`src/rtl/mmio_store_bridge.sv`:
```
// Data-side bridge for a single-cycle core: routes loads/stores between data RAM and a
// 256-byte peripheral window whose TXDATA stores are queued and drained over valid/ready.
module mmio_store_bridge #(
  parameter logic [31:0] MMIO_BASE  = 32'h0200_0000,
  parameter int          FIFO_DEPTH = 8,
  parameter int          CNT_W      = 4
) (
  input  logic        clk,
  input  logic        reset,
  input  logic        cpu_we,
  input  logic [31:0] cpu_addr,
  input  logic [31:0] cpu_wdata,
  output logic [31:0] cpu_rdata,
  output logic        ram_we,
  input  logic [31:0] ram_rdata,
  output logic        per_valid,
  output logic [31:0] per_data,
  input  logic        per_ready,
  output logic        ovf_irq
);

  localparam int PTR_W = $clog2(FIFO_DEPTH);

  localparam logic [7:0] OFF_TXDATA = 8'h00;
  localparam logic [7:0] OFF_STATUS = 8'h04;
  localparam logic [7:0] OFF_CTRL   = 8'h08;

  // Peripheral handshake: per_data is the FIFO head and is meaningful only while
  // per_valid=1; a word leaves on any rising edge where per_valid & per_ready, and the
  // head holds stable while per_valid=1 and per_ready=0.

  logic [31:0]      r_mem [FIFO_DEPTH];
  logic [PTR_W-1:0] r_rd_ptr;
  logic [PTR_W-1:0] r_wr_ptr;
  logic [CNT_W-1:0] r_count;
  logic             r_ovf;

  logic        w_mmio_hit;
  logic [7:0]  w_offset;
  logic        w_empty;
  logic        w_full;
  logic        w_push_req;
  logic        w_pop;
  logic        w_flush;
  logic        w_ovf_clr;
  logic        w_push_acc;
  logic        w_pop_acc;
  logic        w_drop;
  logic [31:0] w_status;
  logic [31:0] w_reg_rdata;

  assign w_mmio_hit = (cpu_addr[31:8] == MMIO_BASE[31:8]);
  assign w_offset   = cpu_addr[7:0];

  assign w_empty = (r_count == '0);
  assign w_full  = (r_count == CNT_W'(FIFO_DEPTH));

  assign w_push_req = cpu_we & w_mmio_hit & (w_offset == OFF_TXDATA);
  assign w_pop      = per_valid & per_ready;
  assign w_flush    = cpu_we & w_mmio_hit & (w_offset == OFF_CTRL) & cpu_wdata[1];
  assign w_ovf_clr  = cpu_we & w_mmio_hit & (w_offset == OFF_CTRL) & cpu_wdata[0];

  // A push into a full FIFO still lands when the head leaves on the same edge.
  assign w_pop_acc  = w_pop & ~w_flush;
  assign w_push_acc = w_push_req & ~w_flush & (~w_full | w_pop);
  assign w_drop     = w_push_req & ~w_flush & w_full & ~w_pop;

  assign ram_we    = cpu_we & ~w_mmio_hit;
  assign per_valid = ~w_empty;
  assign per_data  = r_mem[r_rd_ptr];
  assign ovf_irq   = r_ovf;

  assign w_status = {16'h0000, 8'(r_count), 5'b00000, r_ovf, w_full, w_empty};

  always_comb begin
    w_reg_rdata = 32'h0000_0000;
    if (w_offset == OFF_STATUS) begin
      w_reg_rdata = w_status;
    end
  end

  assign cpu_rdata = w_mmio_hit ? w_reg_rdata : ram_rdata;

  // Storage is deliberately left out of reset; only the pointers define validity.
  always_ff @(posedge clk) begin
    if (w_push_acc) begin
      r_mem[r_wr_ptr] <= cpu_wdata;
    end
  end

  always_ff @(posedge clk or negedge reset) begin
    if (!reset) begin
      r_rd_ptr <= '0;
      r_wr_ptr <= '0;
      r_count  <= '0;
    end else if (w_flush) begin
      r_rd_ptr <= '0;
      r_wr_ptr <= '0;
      r_count  <= '0;
    end else begin
      if (w_push_acc) begin
        r_wr_ptr <= r_wr_ptr + PTR_W'(1);
      end
      if (w_pop_acc) begin
        r_rd_ptr <= r_rd_ptr + PTR_W'(1);
      end
      case ({w_push_acc, w_pop_acc})
        2'b10:   r_count <= r_count + CNT_W'(1);
        2'b01:   r_count <= r_count - CNT_W'(1);
        default: r_count <= r_count;
      endcase
    end
  end

  // Set has priority over clear should both ever be requested together.
  always_ff @(posedge clk or negedge reset) begin
    if (!reset) begin
      r_ovf <= 1'b0;
    end else if (w_drop) begin
      r_ovf <= 1'b1;
    end else if (w_ovf_clr) begin
      r_ovf <= 1'b0;
    end
  end

endmodule

```
`config.mk`:
```
export PLATFORM = sky130hd
export DESIGN_NAME = mmio_store_bridge
export DESIGN_NICKNAME = d
export VERILOG_FILES = /design/src/rtl/mmio_store_bridge.sv
export SDC_FILE = /design/constraint.sdc
export NUM_CORES = 1
export LEC_CHECK = 0
export ABC_AREA = 1
export BUFFER_PORTS_ARGS = -buffer_cell sky130_fd_sc_hd__buf_4
export CAP_MARGIN = 20
export CORE_UTILIZATION = 30
export CTS_CLUSTER_DIAMETER = 40
export CTS_CLUSTER_SIZE = 16
export DETAILED_ROUTE_END_ITERATION = 12
export GPL_TIMING_DRIVEN = 0
export HOLD_SLACK_MARGIN = 0.08
export MAX_ROUTING_LAYER = met4
export PLACE_DENSITY = 0.55
export SETUP_SLACK_MARGIN = 0.1
export SLEW_MARGIN = 20
export SYNTH_ARGS = -nofsm -noshare
export SYNTH_HDL_FRONTEND = slang
export SYNTH_SLANG_ARGS = --single-unit
```
`constraint.sdc`:
```
create_clock -name clk -period 7.8 [get_ports clk]
set_clock_uncertainty 0.1 [all_clocks]
set_input_delay 0.78 -clock clk [delete_from_list [all_inputs] [get_ports clk]]
set_output_delay 0.78 -clock clk [all_outputs]
set_load 0.05 [all_outputs]
```
# Word-level counts from Yosys, hierarchy flattened
# Memories as Yosys holds them, arrays and structs flattened.
# Index checks and enable logic that the tools add are counted.
dict set report op_classes {
  addsub 4
  n_mul 0
  div_mod_pow 0
  magnitude_cmp 0
  n_eq_ne 6
  shifts 0
  muxes 12
  bitwise_logic 18
  n_reduce_logical 6
}
# cell n
set ops {}
lappend ops {{32-bit 2-to-1 mux} 1}
lappend ops {{24-bit by 18-bit == test with 1-bit output, second input constant} 1}
lappend ops {{1-bit bitwise AND} 12}
lappend ops {{12-bit 2-to-1 mux} 1}
lappend ops {{3-bit 2-to-1 mux} 4}
lappend ops {{8-bit by 3-bit == test with 1-bit output, second input constant} 1}
lappend ops {{8-bit by 4-bit == test with 1-bit output, second input constant} 1}
lappend ops {{8-bit logical NOT} 1}
lappend ops {{4-bit case mux with 2 select lines} 1}
lappend ops {{3-bit by 1-bit adder with 3-bit output, second input constant} 2}
lappend ops {{2-bit nonzero test} 3}
lappend ops {{1-bit NOT} 5}
lappend ops {{4-bit by 1-bit adder with 4-bit output, second input constant} 1}
lappend ops {{4-bit == test, second input constant} 1}
lappend ops {{4-bit logical NOT} 1}
lappend ops {{1-bit 2-to-1 mux} 4}
lappend ops {{4-bit 2-to-1 mux} 1}
lappend ops {{4-bit by 1-bit subtractor with 4-bit output, second input constant} 1}
lappend ops {{3-bit nonzero test} 1}
lappend ops {{2-bit by 1-bit == test with 1-bit output, second input constant} 1}
lappend ops {{2-bit == test, second input constant} 1}
lappend ops {{1-bit bitwise OR} 1}
dict set report totals {
  ff_bits 11
  latchBits 0
  ramBits 256
  mem_bits_ro 0
  input_bits 100
  out_inout_bits 67
  word_cells 51
  mem_count 1
}
# name depth width rd rd_ports_with_merged_regs write_ports line_no
set memory_table {}
lappend memory_table {r_mem 8 32 1 0 1 32} ;# logic [31:0] r_mem [FIFO_DEPTH];

# Longest topological paths before layout
dict set report logic_depth {
  ltp_word 10
  ltp_mapped 17
  mapped_depth_nobuf 17
}

# Worst setup path after synthesis
# Ideal clock, no wire load.
dict set report synth_timing {
  path_kind {input port to flip-flop}
  from {in cpu_addr[13]}
  to {mem r_mem[4][0], enable pin}
  setup_time_ns 0.461
  arrival_time_ns 3.973
  required_time_ns 7.239
  setup_slack_ns 3.266
  path_stages 8
  path_buffers 0
  cell_sequence {nor2_1 > nand2_1 > nor2_2 > nand3_4 > nor2_8 > nand3_4 > or2_1 > nor3_1}
}
dict set report synth_between {
  elab_chain_cells 9
  elab_cells_between_ends 10
  cone_classes {1 x eq/ne; 2 x mux; 7 x bitwise}
}
# item line_no
set synth_rtl {}
lappend synth_rtl {{start: declaration} 11} ;# input logic [31:0] cpu_addr,
lappend synth_rtl {{24-bit by 18-bit == test with 1-bit output *} 52} ;# assign w_mmio_hit = (cpu_addr[31:8] == MMIO_BASE[31:8]);
lappend synth_rtl {{1-bit bitwise AND *} {58, 60}}
lappend synth_rtl {{1-bit bitwise AND (2 in a row)} 60} ;# assign w_flush = cpu_we & w_mmio_hit & (w_offset == OFF_CTRL) & cpu_wdata[1];
lappend synth_rtl {{1-bit NOT} 65} ;# assign w_push_acc = w_push_req & ~w_flush & (~w_full | w_pop);
lappend synth_rtl {{1-bit bitwise AND * (2 in a row)} 65}
lappend synth_rtl {{1-bit 2-to-1 mux *} 86} ;# if (w_push_acc) begin
lappend synth_rtl {{1-bit 2-to-1 mux (not written as such) *} 87} ;# r_mem[r_wr_ptr] <= cpu_wdata;
lappend synth_rtl {{end: declaration} 32}
# Mark *: on every way between the ends. The rest lies on a longest branch, timed or not.

# Worst setup path in the final report
dict set report layout_timing {
  from {reg r_rd_ptr[0]}
  to {out per_data[7]}
}
dict set report layout_between {
  elab_chain_cells 1
}
# item line_no
set layout_rtl {}
lappend layout_rtl {{start: declaration} 33} ;# logic [PTR_W-1:0] r_rd_ptr;
lappend layout_rtl {{start signal: assignment} 105} ;# r_rd_ptr <= r_rd_ptr + PTR_W'(1);
lappend layout_rtl {{memory 8 x 32 bit} n/a}
lappend layout_rtl {{end: declaration} 17} ;# output logic [31:0] per_data,
# Every way passes these cells.

==> flow_metrics.env <==
export IMPL_rr_startpoint="r_count[0]"
export IMPL_drv_cap=0
export IMPL_critical_path_peak_fanout=10
export IMPL_period_needed_ns=3.996
export IMPL_vias=7818
export IMPL_detail_route_wirelength_mm=30.35
export IMPL_critPathKind="reg -> out"
export IMPL_place_congestion=0.8332
export IMPL_worstHoldPathCells=1
export IMPL_cts_made_buffers=35
export IMPL_chipHeight_um=193.6
export IMPL_ir_worst_vdd_mv=0.1693
export IMPL_buffer_ports_inserted=166
export IMPL_grt_overflow_total=0
export IMPL_gr_usage_all_layers_pct=16.47
export IMPL_synth_distinct_cells=31
export IMPL_cts_root_to_sink_buffers=3
export IMPL_worst_skew_pair_late_latency_ns=0.50
export IMPL_postRouteAntennaNets=0
export IMPL_design_final_nets=1274
export IMPL_critPathCaptureType="output port"
export IMPL_initialDrtViolationCount=511
export IMPL_detail_route_drc_violations=0
export IMPL_reg2regPathDepth=9
export IMPL_synth_main_ff_cell="sky130_fd_sc_hd__edfxtp_1"
export IMPL_holdPathEnd="r_mem[1][16]"
export IMPL_syn_instance_count=933
export IMPL_report_final_setup_viol=0
export IMPL_dpl_cell_count=1594
export IMPL_synth_cell_area_um2=11010
export IMPL_startpoint_kind_of_the_worst_setup_timing_path="flip-flop"
export IMPL_antenna_found_initial=1
export IMPL_synth_enable_flop_cells=256
export IMPL_pwr_density_cell_nw_per_um2=364.2
export IMPL_tritoncts="built"
export IMPL_fp_dieArea_um2=37480
export IMPL_ys_seq_area_share_pct=72.31
export IMPL_post_synthesis_sequential_element_count=267
export IMPL_synth_fp_nets=1036
export IMPL_fin_worst_hold_slack_ns=0.4032
export IMPL_critPathArrivalTime_ns=3.12
export IMPL_detail_routed_via_count_per_cell=4.712
export IMPL_grt_max_degree=16
export IMPL_wl_per_cell_um=18.30
export IMPL_initial_core_util_pct=30.74
export IMPL_dr_pass1_iters=5
export IMPL_clock_sinks=267
export IMPL_floorplan_core_area_um2=35830
export IMPL_worst_reg2reg_endpoint="r_mem[2][26]"
export IMPL_synth_async_reset_ratio_pct=4.120
export IMPL_tightestPinTransition_ns=0.7046
export IMPL_cts_setup_buffers=0
export IMPL_min_delay_start="cpu_wdata[16]"
export IMPL_postCtsResizedCells=0
export IMPL_areaGrowthSynthToFinish_pct=30.11
export IMPL_dieWidth_um=193.6
export IMPL_worstHoldPathType="in -> reg"
export IMPL_first_global_vias=7738
export IMPL_clock_slew_at_reported_path_ffs_ns=0.06
export IMPL_drive_gt1_share_pct=23.64
export IMPL_setup_repair_after_global_routing_missed_its_margin="no"
export IMPL_grt_first_pass_wirelength_mm=45.43
export IMPL_boundaryPins=167
export IMPL_dp_hpwl_mm=21.65
export IMPL_maxSlewHeadroom_pct=52.77
export IMPL_maxSlewViolCount=0
export IMPL_yosys_warnings=0
export IMPL_timing_critical_path_required_ns=6.92
export IMPL_timing_fmax_ghz=0.2503
export IMPL_placement_rows=69
export IMPL_status="finished, final reports clean"
export IMPL_cts_hold_buffers_added=1
export IMPL_clockRootBuffer="sky130_fd_sc_hd__clkbuf_16"
export IMPL_final_period_utilization_pct=51.23
export IMPL_final_hold_violation_count=0
export IMPL_power_leakage_nw=5.329
export IMPL_finish_cell_count_without_fillers=1659
export IMPL_final_setup_tns_ns=0
export IMPL_reg2reg_setup_slack_ns=5.13
export IMPL_h_tree_levels=2
export IMPL_syn_area_per_cell_um2=11.80
synthesized netlist by cell type (3+ instances only):
cell type	number	area, µm²
sky130_fd_sc_hd__a31oi_1	32	200.2
sky130_fd_sc_hd__clkbuf_1	49	183.9
sky130_fd_sc_hd__dfrtp_1	11	275.3
sky130_fd_sc_hd__edfxtp_1	256	7687
sky130_fd_sc_hd__ha_1	3	37.54
sky130_fd_sc_hd__inv_1	49	183.9
sky130_fd_sc_hd__nand2_1	65	244.0
sky130_fd_sc_hd__nand3_1	7	35.03
sky130_fd_sc_hd__nand4_1	6	37.54
sky130_fd_sc_hd__nor2_1	244	915.9
sky130_fd_sc_hd__nor2_2	5	31.28
sky130_fd_sc_hd__nor3_1	12	60.06
sky130_fd_sc_hd__o21ai_0	138	690.7
sky130_fd_sc_hd__o22ai_1	32	200.2
worst max path at each step:
stage,from,endpoint,slack (ns),depth (start not counted)
detailed placement,r_rd_ptr[0],per_data[7],4.33,9
floorplan,cpu_addr[13],r_mem[4][0],3.27,8
global placement,cpu_addr[13],r_mem[0][26],0.43,9
global route,r_rd_ptr[0],per_data[7],3.67,9
finish,r_rd_ptr[0],per_data[7],3.80,9
CTS,r_rd_ptr[0],per_data[7],3.79,9
state kept, by name, indices dropped and copies added (netlist names):
signal	cells
ovf_irq	1
r_count	4
r_mem	256
r_rd_ptr	3
r_wr_ptr	3
placed cells by master (no fill, tap or decap), drive strengths merged, types with 4 or more instances in the layout:
cell,netlist,layout
nor3,12,12
nor2,251,251
buf,3,203
a31oi,32,32
nand2,67,67
nand3,11,11
inv,50,54
clkinvlp,0,4
o22ai,32,32
clkbuf,49,89
dfrtp,11,11
nand4,7,7
clkinv,0,14
o21ai,140,140
edfxtp,256,256
critical path: stages (launching register included):
cell and delay, ns:
sky130_fd_sc_hd__dfrtp_1 0.49, sky130_fd_sc_hd__inv_1 0.11, sky130_fd_sc_hd__buf_2 0.21, sky130_fd_sc_hd__buf_2 0.26, sky130_fd_sc_hd__clkbuf_1 0.55, sky130_fd_sc_hd__nor2_1 0.09
sky130_fd_sc_hd__o22ai_1 0.19, sky130_fd_sc_hd__nor2_1 0.06, sky130_fd_sc_hd__a31oi_1 0.38, sky130_fd_sc_hd__buf_4 0.28
kinds of logic after synthesis:
| kind of cell | after synthesis | synth area share (%) |
|---|---|---|
| buffers and inverters | 102 | 3.500 |
| and+or+nand+nor | 352 | 13.54 |
| xor gates and xnor gates | 1 | 0.07955 |
| adders and majority gates | 3 | 0.3409 |
| AOI/OAI and AO/OA | 208 | 10.23 |
| DFF | 267 | 72.31 |
where the power goes:
| group | internal (mW) | switching [mW] | total, mW |
|---|---|---|---|
| combinational | 0.565 | 1.50 | 2.07 |
| sequential | 1.59 | 0.0210 | 1.61 |
| clock | 0.916 | 0.625 | 1.54 |
through the flow:
step	total power, mW	setup slack [ns]	cell area [µm²]	util, %
after global placement	3.733	0.4259	12830	35.82
after global routing	5.481	3.671	14330	39.99
final	5.218	3.804	14330	39.99
after CTS	5.291	3.792	14330	39.98
after detailed placement	3.744	4.335	13170	36.76
after floorplan	3.005	3.266	11010	-
routing by layer:
layer | part of all wire, % | track usage [%]
met5 | 0 | -
met4 | 1.9 | 4.178
met3 | 5.9 | 3.033
met2 | 49 | 27.69
met1 | 43 | 20.40
final cells by class:
cell class,instances,area (µm²)
well taps,461,576.8
flip-flops and latches,267,7963
plain buffers,52,197.7
inverters,50,187.7
clock buffers,40,937.1
diodes,1,2.502
repair buffers,201,1553
clock inverters,23,206.4
fillers,3438,21500
multi-input cells,564,2704
(Power assumes the default switching activity.)
